**config.mk**
```make
export PLATFORM = sky130hd
export DESIGN_NAME = led_pwm_seq
export DESIGN_NICKNAME = d
export VERILOG_FILES = /design/src/rtl/led_pwm_seq.sv
export SDC_FILE = /design/constraint.sdc
export NUM_CORES = 1
export LEC_CHECK = 0
export ABC_CLOCK_PERIOD_IN_PS = 4700
export CAP_MARGIN = 40
export CELL_PAD_IN_SITES_DETAIL_PLACEMENT = 1
export CELL_PAD_IN_SITES_GLOBAL_PLACEMENT = 1
export CORE_UTILIZATION = 40
export DETAILED_ROUTE_END_ITERATION = 10
export HOLD_SLACK_MARGIN = 0.03
export PLACE_DENSITY_LB_ADDON = 0.1
export SYNTH_ARGS = -nofsm -noshare
export SYNTH_HDL_FRONTEND = slang
export SYNTH_SLANG_ARGS = --single-unit
```
**constraint.sdc**
```tcl
create_clock -name CLK -period 4.7 [get_ports CLK]
set_input_delay 0.94 -clock CLK [delete_from_list [all_inputs] [get_ports CLK]]
set_output_delay 0.94 -clock CLK [all_outputs]
set_load 0.01 [all_outputs]
```
**src/rtl/led_pwm_seq.sv**
```systemverilog
// Multi-channel LED one-shot pulse sequencer: a START edge lights one selected
// channel for its shadowed duty length in CLK cycles, then holds dark until END.
module led_pwm_seq #(
    parameter int unsigned NUM_CH     = 3,
    parameter int unsigned CNT_W      = 24,
    parameter bit          ACTIVE_LOW = 1'b1
) (
    input  logic                    CLK,
    input  logic                    RST,
    input  logic [NUM_CH*CNT_W-1:0] DUTY,
    input  logic                    DUTY_LD,
    input  logic [NUM_CH-1:0]       CH_SEL,
    input  logic                    START,
    input  logic                    END,
    output logic [NUM_CH-1:0]       LED,
    output logic                    BUSY,
    output logic                    DONE,
    output logic                    SEL_ERR
);

    localparam logic [1:0] ST_IDLE = 2'd0;
    localparam logic [1:0] ST_ON   = 2'd1;
    localparam logic [1:0] ST_HOLD = 2'd2;

    localparam logic LED_ON  = !ACTIVE_LOW;
    localparam logic LED_OFF = ACTIVE_LOW;

    logic [1:0]        state, state_n;
    logic [CNT_W-1:0]  shadow [NUM_CH];
    logic [CNT_W-1:0]  act_duty, act_duty_n;
    logic [CNT_W-1:0]  cnt, cnt_n;
    logic [CNT_W-1:0]  sel_duty;
    logic [NUM_CH-1:0] ch_lat, ch_lat_n;
    logic [NUM_CH-1:0] led_n;
    logic              prev_start;
    logic              armed;
    logic              start_rise;
    logic              sel_ok;
    logic              accept;
    logic              sel_bad;
    logic              done_n;

    // armed stays low after reset until START has been sampled low once,
    // so a START held high across reset release cannot fire.
    assign start_rise = START && !prev_start && armed;
    assign sel_ok     = $onehot(CH_SEL);
    assign accept     = start_rise && sel_ok && !END;
    assign sel_bad    = start_rise && !sel_ok && !END;

    always_comb begin
        sel_duty = '0;
        for (int unsigned k = 0; k < NUM_CH; k++) begin
            if (CH_SEL[k]) begin
                sel_duty = sel_duty | shadow[k];
            end
        end
    end

    always_comb begin
        state_n    = state;
        act_duty_n = act_duty;
        cnt_n      = cnt;
        ch_lat_n   = ch_lat;
        done_n     = 1'b0;
        if (END) begin
            state_n = ST_IDLE;
        end else if (accept) begin
            ch_lat_n   = CH_SEL;
            act_duty_n = sel_duty;
            cnt_n      = CNT_W'(1);
            if (sel_duty == '0) begin
                state_n = ST_HOLD;
                done_n  = 1'b1;
            end else begin
                state_n = ST_ON;
            end
        end else if (state == ST_ON) begin
            if (cnt == act_duty) begin
                state_n = ST_HOLD;
                done_n  = 1'b1;
            end else if (cnt != '1) begin
                cnt_n = cnt + CNT_W'(1);
            end
        end
    end

    always_comb begin
        led_n = '0;
        for (int unsigned k = 0; k < NUM_CH; k++) begin
            led_n[k] = (state_n == ST_ON && ch_lat_n[k]) ? LED_ON : LED_OFF;
        end
    end

    always_ff @(posedge CLK) begin
        if (RST) begin
            state      <= ST_IDLE;
            act_duty   <= '0;
            cnt        <= '0;
            ch_lat     <= '0;
            prev_start <= 1'b0;
            armed      <= 1'b0;
            LED        <= {NUM_CH{LED_OFF}};
            BUSY       <= 1'b0;
            DONE       <= 1'b0;
            SEL_ERR    <= 1'b0;
            for (int unsigned k = 0; k < NUM_CH; k++) begin
                shadow[k] <= '0;
            end
        end else begin
            state      <= state_n;
            act_duty   <= act_duty_n;
            cnt        <= cnt_n;
            ch_lat     <= ch_lat_n;
            prev_start <= START;
            armed      <= armed || !START;
            LED        <= led_n;
            BUSY       <= (state_n != ST_IDLE);
            DONE       <= done_n;
            SEL_ERR    <= SEL_ERR || sel_bad;
            if (DUTY_LD) begin
                for (int unsigned k = 0; k < NUM_CH; k++) begin
                    shadow[k] <= DUTY[k*CNT_W +: CNT_W];
                end
            end
        end
    end

endmodule

```
==> results of run 1 <==
==> logic make-up after synthesis <==
logic type / Yosys count / share of synthesized area (%)
xor+xnor: 28 / 4.27
simple gates: 200 / 20.5
compound gates: 97 / 12.1
fa+ha+maj: 2 / 0.567
buf+inv: 43 / 3.05
flops: 133 / 58.9
mux: 3 / 0.523
==> placed cells by master, fill, tap and decap left out, drive strengths merged, types with 2 or more instances in the layout <==
cell type      instances
clkdlybuf4s50         85
and2                  73
edfxtp                72
dfxtp                 61
nor2                  35
a211oi                25
a21oi                 25
a222oi                24
xor2                  20
clkbuf                19
nand4                 16
o21ai                 12
nand2                 11
or3                   11
or4                   10
and3                   9
buf                    9
xnor2                  8
o31ai                  7
inv                    7
clkinv                 7
nor4                   6
nand3                  6
nor3                   6
nand2b                 3
mux2i                  3
a31oi                  3
nand4b                 3
clkinvlp               3
nor2b                  3
and4                   2
nand3b                 2
bufinv                 2
==> power breakdown <==
| group | total, uW | switching [uW] | internal, uW |
|---|---|---|---|
| registers | 1300 | 18.5 | 1290 |
| logic | 216 | 106 | 110 |
| clock network | 1280 | 502 | 776 |
==> synthesized netlist by cell type, types with 7 or more instances <==
cell type	count	share of area, %
dfxtp_1	61	21
nor2_1	35	2.3
or4_1	10	1.3
a222oi_1	24	4.2
a21oi_1	25	2.2
xnor2_1	8	1.2
nand4_1	16	1.7
a211oi_1	25	3.3
xor2_1	20	3.1
nand2_1	11	0.72
clkbuf_1	30	2.0
edfxtp_1	72	38
and2_1	73	8.0
o31ai_1	7	0.92
or3_1	11	1.2
o21ai_0	10	0.87
==> state kept, by name, summed over array words and instances, names as in the netlist <==
register / count
BUSY: 1
DONE: 1
LED: 3
SEL_ERR: 1
act_duty: 24
armed: 1
ch_lat: 3
cnt: 24
prev_start: 1
shadow: 72
state: 2
==> routing by layer <==
metal | up-vias | routed length, microns
li1 | 2049 | -
met1 | 2087 | 6400
met2 | 97 | 6870
met3 | 23 | 588
met4 | 0 | 239
met5 | - | 0
==> per-stage QoR <==
step	setup WS [ns]	hold slack (ns)	area, sq um	power, uW
finish	1.18	0.478	7320	2800
floorplan	1.41	0.437	5740	1430
CTS	1.20	0.474	7320	2820
global route	0.959	0.490	7320	2890
global placement	0.781	0.447	6730	1540
detailed placement	0.754	0.458	6760	1550
==> path summary, 6_finish.rpt <==
| check | start | to | slack, ns |
|---|---|---|---|
| worst min-delay path | armed | armed | 0.48 |
| worst min register to register | armed | armed | 0.48 |
| worst max register to register | cnt[0] | cnt[15] | 1.88 |
| worst max-delay path | END | cnt[15] | 1.18 |
==> final cells by class <==
| cell class | instances | area [sq um] | area share [%] |
|---|---|---|---|
| flip-flops and latches | 133 | 3380 | 46.2 |
| multi-input cells | 330 | 2180 | 29.8 |
| repair buffers | 94 | 942 | 12.9 |
| clock buffers | 19 | 433 | 5.91 |
| well taps | 180 | 225 | 3.08 |
| clock inverters | 13 | 134 | 1.83 |
| inverters | 6 | 22.5 | 0.308 |
==> critical path: stages <==
cell and delay (ns):
clkdlybuf4s50_1 0.61, nor4b_1 0.52, nand3b_1 0.44, o41a_1 0.44, buf_8 0.26, or4_1 0.48, a21oi_1 0.17
==> run metrics, run 1 <==
Max-Cap Viols=0; TritonCTS clock tree=done; syn_nets=roughly 590; Initial Util=41.2%; mapped cell area=0.00574 sq mm; met1 Use GR=26.0%; Worst Setup End Kind=flip-flop; clock-pin slew on the worst setup and hold paths=approximately 0.06 ns; first-pass GRT wire length=roughly 23000 microns; fmax=284 MHz; largest net degree at the start of global routing=73; Non-Filler Instances=775; crit path max fanout=22; Power Density=382 mW/mm^2; Slew @ Worst Pin=0.652 ns; hold path depth=2; post-layout util=52.6%; Synth cell types=41; nets=664; synthesis-to-layout area growth=27.6%; final slew viol count=0; WL/cell=18.2 microns; gr ovfl total=0; clk_skew=0.0108 ns; critical path type=in2reg; DIE AREA=~0.015 sq mm; final worst path period share=around 75%; Placer Congestion=around 0.77; ant diodes=0; DRC viols=0; sequential element share of the synthesized area=58.9%; Root Buffer=clkbuf_16; Data arrival, critical path=3.87 ns; RSZ-0062 raised after global routing=false; Max rail drop VDD=roughly 0.24 mV; post-CTS sizing=0; Final Hold Fails=0; Via density=5.49; H-tree Lvls=4; CTS Hold Buffers Added=0; Routed Antenna Nets=0; Initial DRC Count=297; cell leakage power=0.00264 uW; Syn Area/Cell=11.3 sq um; Hold Path Class=reg2reg; Setup-failing EPs final=0; number of I/O port buffers=85; Rel. slew slack=56.1%; core area=roughly 0.014 sq mm; number of synthesis warnings=0; IO Count=86; r2r worst-path depth=9; status=complete, no violations; share of layout cells above drive strength 1=7.06%; GR Util All Layers=20.5%; Seq cells post-synth=133; EDFF count, synth=72; fin crit period=approximately 3.5 ns; ys async rst share=0%; met2 usage in global routing=33.2%; total placed cells including tap cells=743; Clock Latency Late Sink=roughly 0.43 ns; Post-Synthesis Cells=just over 500; Chip Height=around 120 microns; vias in the first global route=roughly 4.4k; FP Rows=43; Main synth FF type=edfxtp_1; GR Util met3=roughly 5.3%; post-DP HPWL=between 9000 and 10000 microns; width of the die=122 microns; setup tns final=0 ns; GR peak layer=met2; Setup crit start kind=primary input; CP Data Required Time=5.05 ns; postcts setup bufs=0; clock sinks=approximately 130; WL final=roughly 14000 microns; Vias=about 4.3k; clock buffer depth=2; total CTS buffers=17; drt pass-1 iters=5; fillers=1477; antenna violations before repair=0
Note: power is estimated with default switching activity, not from simulation.
==> inputs of run 2 (changes only) <==
ABC_CLOCK_PERIOD_IN_PS = 3400   (was 4700)
clock period = 3.4 ns   (was 4.7 ns; I/O delays follow)
==> run metrics, run 2 (synthesized netlist as in run 1, its figures left out) <==
nets=671 (+1.1%); crit path max fanout=25 (+14%); first-pass GRT wire length=22000 microns (-2.7%); WL met2=6810 microns (-0.93%); Reg area=0.00338 sq mm (unchanged); Max Used Layer=met4; combinational power share=7.9% (+0.2 points); share of layout cells above drive strength 1=8.47% (+1.4 points); Slew @ Worst Pin=0.670 ns (+0.0183 ns); Max-Cap Viols=0 (unchanged); WL/cell=17.7 microns (-2.8%); Initial DRC Count=295 (-0.67%); gr ovfl total=0 (unchanged); GR Util All Layers=19.9% (-0.66 points); number of I/O port buffers=85 (unchanged); Root Buffer=clkbuf_16; most flop-heavy register=shadow; setup tns final=0 ns (unchanged); largest net degree at the start of global routing=73 (unchanged); Setup-failing EPs final=0 (unchanged); status=complete, no violations; synthesis-to-layout area growth=28.5%; TritonCTS clock tree=done; DIE AREA=0.0148 sq mm (unchanged); core area=0.0139 sq mm (unchanged); Via density=5.36 (-2.4%); total CTS buffers=17 (unchanged); Finished Cell Area=0.00738 sq mm (+0.73%); wire length on met1=6450 microns (+0.77%); switching fraction of total power=22.9% (+0.49 points); RSZ-0062 raised after global routing=false; sequential share of power=47.3% (+0.7 points); commonest cells after routing, fill and taps aside=85 x clkdlybuf4s50_1, 73 x and2_1, 72 x edfxtp_1, 61 x dfxtp_1, 35 x nor2_1; critical path type=in2reg; Psw=872 uW (+39%); vias in the first global route=4277 (-2.9%); Max rail drop VDD=0.341 mV (+45%); CP Data Required Time=3.76 ns (-1.29 ns); cell leakage power=0.00267 uW (+1.2%); fin crit period=2.84 ns; Setup crit start kind=primary input; most common cell after layout, fill and taps aside=clkdlybuf4s50_1; Non-Filler Instances=782 (+0.90%); CTS Hold Buffers Added=0 (unchanged); width of the die=122 microns (unchanged); clock power share=44.7% (-1.0 points); Int Pwr=2940 uW (+35%); Rel. slew slack=55.3% (-0.82 points); Worst Setup End Kind=flip-flop; Largest register FFs=72 (unchanged); final worst path period share=83.6%; final slew viol count=0 (unchanged); Top Registers=shadow: 72 flops, act_duty: 24 flops, cnt: 24 flops; clock buffer depth=2 (unchanged); Final Hold Fails=0 (unchanged); IO Count=86 (unchanged); worst-path cell chain=clkdlybuf4s50_1, buf_4, a222oi_1, nand4_1, nor4_1, buf_4, a21oi_1, a21oi_1, or4_1; fillers=1466 (-0.74%); Chip Height=122 microns (unchanged); Power Density=517 mW/mm^2 (+35%); Vias=4193 (-1.5%); Hold Path Class=reg2reg; Area after DPL=0.00682 sq mm (+0.98%); post-CTS sizing=0 (unchanged); Clock Latency Late Sink=0.41 ns (-0.02 ns); Placer Congestion=0.818 (+6.0%); fmax=352 MHz; antenna violations before repair=0 (unchanged); Initial Util=41.2% (unchanged); H-tree Lvls=4 (unchanged); total placed cells including tap cells=750 (+0.94%); WL final=13800 microns (-1.9%); multi-input logic area=0.00218 sq mm (unchanged); ant diodes=0 (unchanged); postcts setup bufs=0 (unchanged); post-DP HPWL=9640 microns (+0.12%); clock sinks=133 (unchanged); FP Rows=43 (unchanged); Routed Antenna Nets=0 (unchanged); drt pass-1 iters=4 (-1); Data arrival, critical path=3.20 ns (-0.67 ns); clk_skew=0.00684 ns (-0.00398 ns); met3 wire len=459 microns (-22%); Crit-path slowest cell=a222oi_1; DRC viols=0 (unchanged); clock-pin slew on the worst setup and hold paths=0.06 ns (about the same); slowest stage delay, CP=0.66 ns (+0.05 ns)
[run 2: cell types whose count changed in the layout (fill, tap and decap cells not counted)]
cell / change
inv_6: +3
buf_12: +2
clkbuf_1: -2
buf_4: +7
buf_8: -1
buf_6: -1
bufinv_16: -1
clkinv_4: -1
clkinvlp_4: +1
[run 2: path summary, 6_finish.rpt]
kind | from | to | slack [ns] | cells after the start
worst max-delay path | CH_SEL[1] | LED[2] | 0.56 | 9
worst min-delay path | armed | armed | 0.47 | 2
worst max register to register | cnt[0] | cnt[13] | 0.78 | 9
worst min register to register | armed | armed | 0.47 | 2
[run 2: final cells by class]
| cell class | instances | area share (%) |
|---|---|---|
| Tap cell | 180 | 3.05 |
| Sequential cell | 133 | 45.9 |
| Clock inverter | 15 | 1.75 |
| Inverter | 6 | 0.305 |
| Multi-Input combinational cell | 330 | 29.6 |
| Timing Repair Buffer | 101 | 13.7 |
| Clock buffer | 17 | 5.77 |
[run 2: critical path, delay by kind of cell]
family | cells | cell delay (ns)
compound gates | 3 | 0.95
buf+inv | 3 | 0.85
simple gates | 3 | 0.70
[run 2: per-layer routing]
metal	global-route usage, %	vias to the layer above
li1	-	2065
met1	26.5	2043
met2	31.5	79
met3	5.66	6
met4	5.40	0
met5	0	-
[run 2: per-stage QoR]
step / hold slack [ns] / worst slack, ns / total power, uW / utilization (%)
global placement: 0.444 / 0.170 / 2130 / 49.0
global route: 0.515 / 0.388 / 3950 / 52.9
detailed placement: 0.471 / 0.119 / 2140 / 49.0
CTS: 0.480 / 0.535 / 3850 / 52.9
finish: 0.474 / 0.556 / 3810 / 52.9
floorplan: 0.437 / 0.367 / 1980 / -
[run 2: power groups by stage]
| stage | combinational [uW] | sequential (uW) | clock, uW |
|---|---|---|---|
| floorplan | 147 | 1830 | 0 |
| global placement | 299 | 1830 | 0 |
| detailed placement | 306 | 1840 | 0 |
| CTS | 307 | 1800 | 1740 |
| global route | 330 | 1810 | 1810 |
| finish | 303 | 1800 | 1710 |
==> inputs of run 3 (changes only) <==
ABC_CLOCK_PERIOD_IN_PS = 2400   (was 3400)
CORE_UTILIZATION = 39   (was 40)
clock period = 2.4 ns   (was 3.4 ns; I/O delays follow)
==> run metrics, run 3 (synthesized netlist as in run 1, its figures left out) <==
status=complete, no violations; Top Registers=shadow: 72 flops, act_duty: 24 flops, cnt: 24 flops; Setup crit start kind=flip-flop; Area after DPL=0.00721 sq mm (+5.7%); clock buffer depth=2 (unchanged); Via density=5.28 (-1.5%); drt pass-1 iters=5 (+1); Psw=1270 uW (+46%); slowest stage delay, CP=0.47 ns (-0.19 ns); Finished Cell Area=0.00785 sq mm (+6.4%); FP Rows=43 (unchanged); clock-pin slew on the worst setup and hold paths=0.06 ns (about the same); Initial DRC Count=331 (+12%); clock power share=45.2% (+0.5 points); Bufs and invs on worst path=1 (-2); cell leakage power=0.00297 uW (+11%); post-DP HPWL=10100 microns (+5.0%); Max-Cap Viols=0 (unchanged); final slew viol count=0 (unchanged); number of I/O port buffers=85 (unchanged); Final Hold Fails=0 (unchanged); largest net degree at the start of global routing=73 (unchanged); Hold Path Class=reg2reg; most common cell after layout, fill and taps aside=clkdlybuf4s50_1; Largest register FFs=72 (unchanged); synthesis-to-layout area growth=36.8%; H-tree Lvls=4 (unchanged); nets=723 (+7.7%); TritonCTS clock tree=done; Crit-path slowest cell=or4b_1; power after layout=5640 uW (+48%); fin crit period=2.29 ns; met1 Use GR=25.6% (-0.90 points); final worst path period share=a little over nine tenths; WL final=14300 microns (+3.7%); Max rail drop VDD=0.501 mV (+47%); most flop-heavy register=shadow; vias in the first global route=4549 (+6.4%); RSZ-0062 raised after global routing=false; Clock Latency Late Sink=0.42 ns (about the same); Rel. slew slack=60.7% (+5.4 points); CP Data Required Time=2.75 ns (-1.01 ns); Chip Height=123 microns (+1.3%); IO Count=86 (unchanged); Data arrival, critical path=2.64 ns (-0.56 ns); Int Pwr=4370 uW (+49%); DRC viols=0 (unchanged); crit path max fanout=27 (+8.0%); Initial Util=40.7% (-0.47 points); GR Util met3=4.75% (-0.91 points); critical path type=reg2reg; Routed Antenna Nets=0 (unchanged); DIE AREA=0.0152 sq mm (+2.5%); WHS=0.471 ns (-0.00299 ns); Root Buffer=clkbuf_16; width of the die=123 microns (+1.3%); Worst Setup End Kind=flip-flop; first-pass GRT wire length=23000 microns (+4.4%); Power Density=718 mW/mm^2 (+39%); cell family with most CP delay=simple AND/OR/NAND/NOR gates; Vias=4403 (+5.0%); met2 usage in global routing=34.6% (+3.1 points); total CTS buffers=17 (unchanged); Setup-failing EPs final=0 (unchanged); GR Util All Layers=20.4% (+0.55 points); Placer Congestion=0.795 (-2.8%); worst-path cell chain=and3_4, and3_4, and3_4, and3_1, o41a_1, buf_12, or4b_1, a21oi_1; commonest cells after routing, fill and taps aside=82 x clkdlybuf4s50_1, 73 x and2_1, 72 x edfxtp_1, 63 x buf_4, 61 x dfxtp_1; gr ovfl total=0 (unchanged); Slew @ Worst Pin=0.590 ns (-0.0803 ns); WL/cell=17.2 microns (-2.8%); GR peak layer=met2; clock sinks=133 (unchanged); antenna violations before repair=0 (unchanged); fillers=1514 (+3.3%); core area=0.0141 sq mm (+1.2%); crit-path most repeated cell=and3_4; sequential share of power=45.3% (-2.0 points); fmax=436 MHz; combinational power share=9.4% (+1.5 points); switching fraction of total power=22.5% (-0.37 points); share of layout cells above drive strength 1=17.3% (+8.8 points); clk_skew=0.00838 ns (+0.00154 ns); ant diodes=0 (unchanged)
## run 3: path summary, 6_finish.rpt
kind | slack, ns | cells after the start | startpoint | endpoint
setup / recovery | 0.11 | 8 | cnt[16] | cnt[14]
setup reg to reg | 0.11 | 8 | cnt[16] | cnt[14]
hold / removal | 0.47 | 2 | SEL_ERR | SEL_ERR
hold reg to reg | 0.47 | 2 | SEL_ERR | SEL_ERR
## run 3: repair_timing
item / in CTS / in global routing
endpoints found under the setup margin: 14 / 19
buffers inserted: 1 / 1
hold buffers: 0 / 0
cloned: 0 / 0
resized for setup: 4 / 8
pin swaps: 3 / 2
## run 3: per-stage QoR
stage / setup WS (ns) / std cells / setup TNS, ns / utilization (%)
after detailed placement: -0.525 / 800 / -18.70 / 51.2
after global routing: 0.00931 / 834 / 0 / 55.7
after floorplan: -0.0899 / 506 / -0.878 / -
after CTS: 0.0148 / 833 / 0 / 55.4
after global placement: -0.462 / 800 / -15.83 / 51.2
final: 0.106 / 834 / 0 / 55.7
## run 3: layer usage
layer | vias to the layer above | part of all wire (%)
li1 | 2166 | -
met1 | 2135 | 46
met2 | 88 | 50
met3 | 14 | 3.4
met4 | 0 | 1.1
met5 | - | 0
## run 3: area by class of cell
type	instances	area [sq um]	share of cell area, %
Timing Repair Buffer	153	1420	18.1
Clock inverter	13	154	1.96
Tap cell	180	225	2.87
Sequential cell	133	3380	43.1
Multi-Input combinational cell	330	2210	28.2
Inverter	6	22.5	0.287
Clock buffer	19	433	5.51
## run 3: power by group through the flow
| stage | combinational (uW) | clock, uW | sequential [uW] |
|---|---|---|---|
| after floorplan | 219 | 0 | 2590 |
| after global placement | 517 | 0 | 2600 |
| after detailed placement | 528 | 0 | 2600 |
| after CTS | 533 | 2610 | 2560 |
| after global routing | 576 | 2690 | 2560 |
| final | 532 | 2550 | 2560 |
## run 3: worst min-delay path: stages (launching register included)
cell and delay (ns):
dfxtp_1 0.32, a21oi_1 0.04, nor2_1 0.07
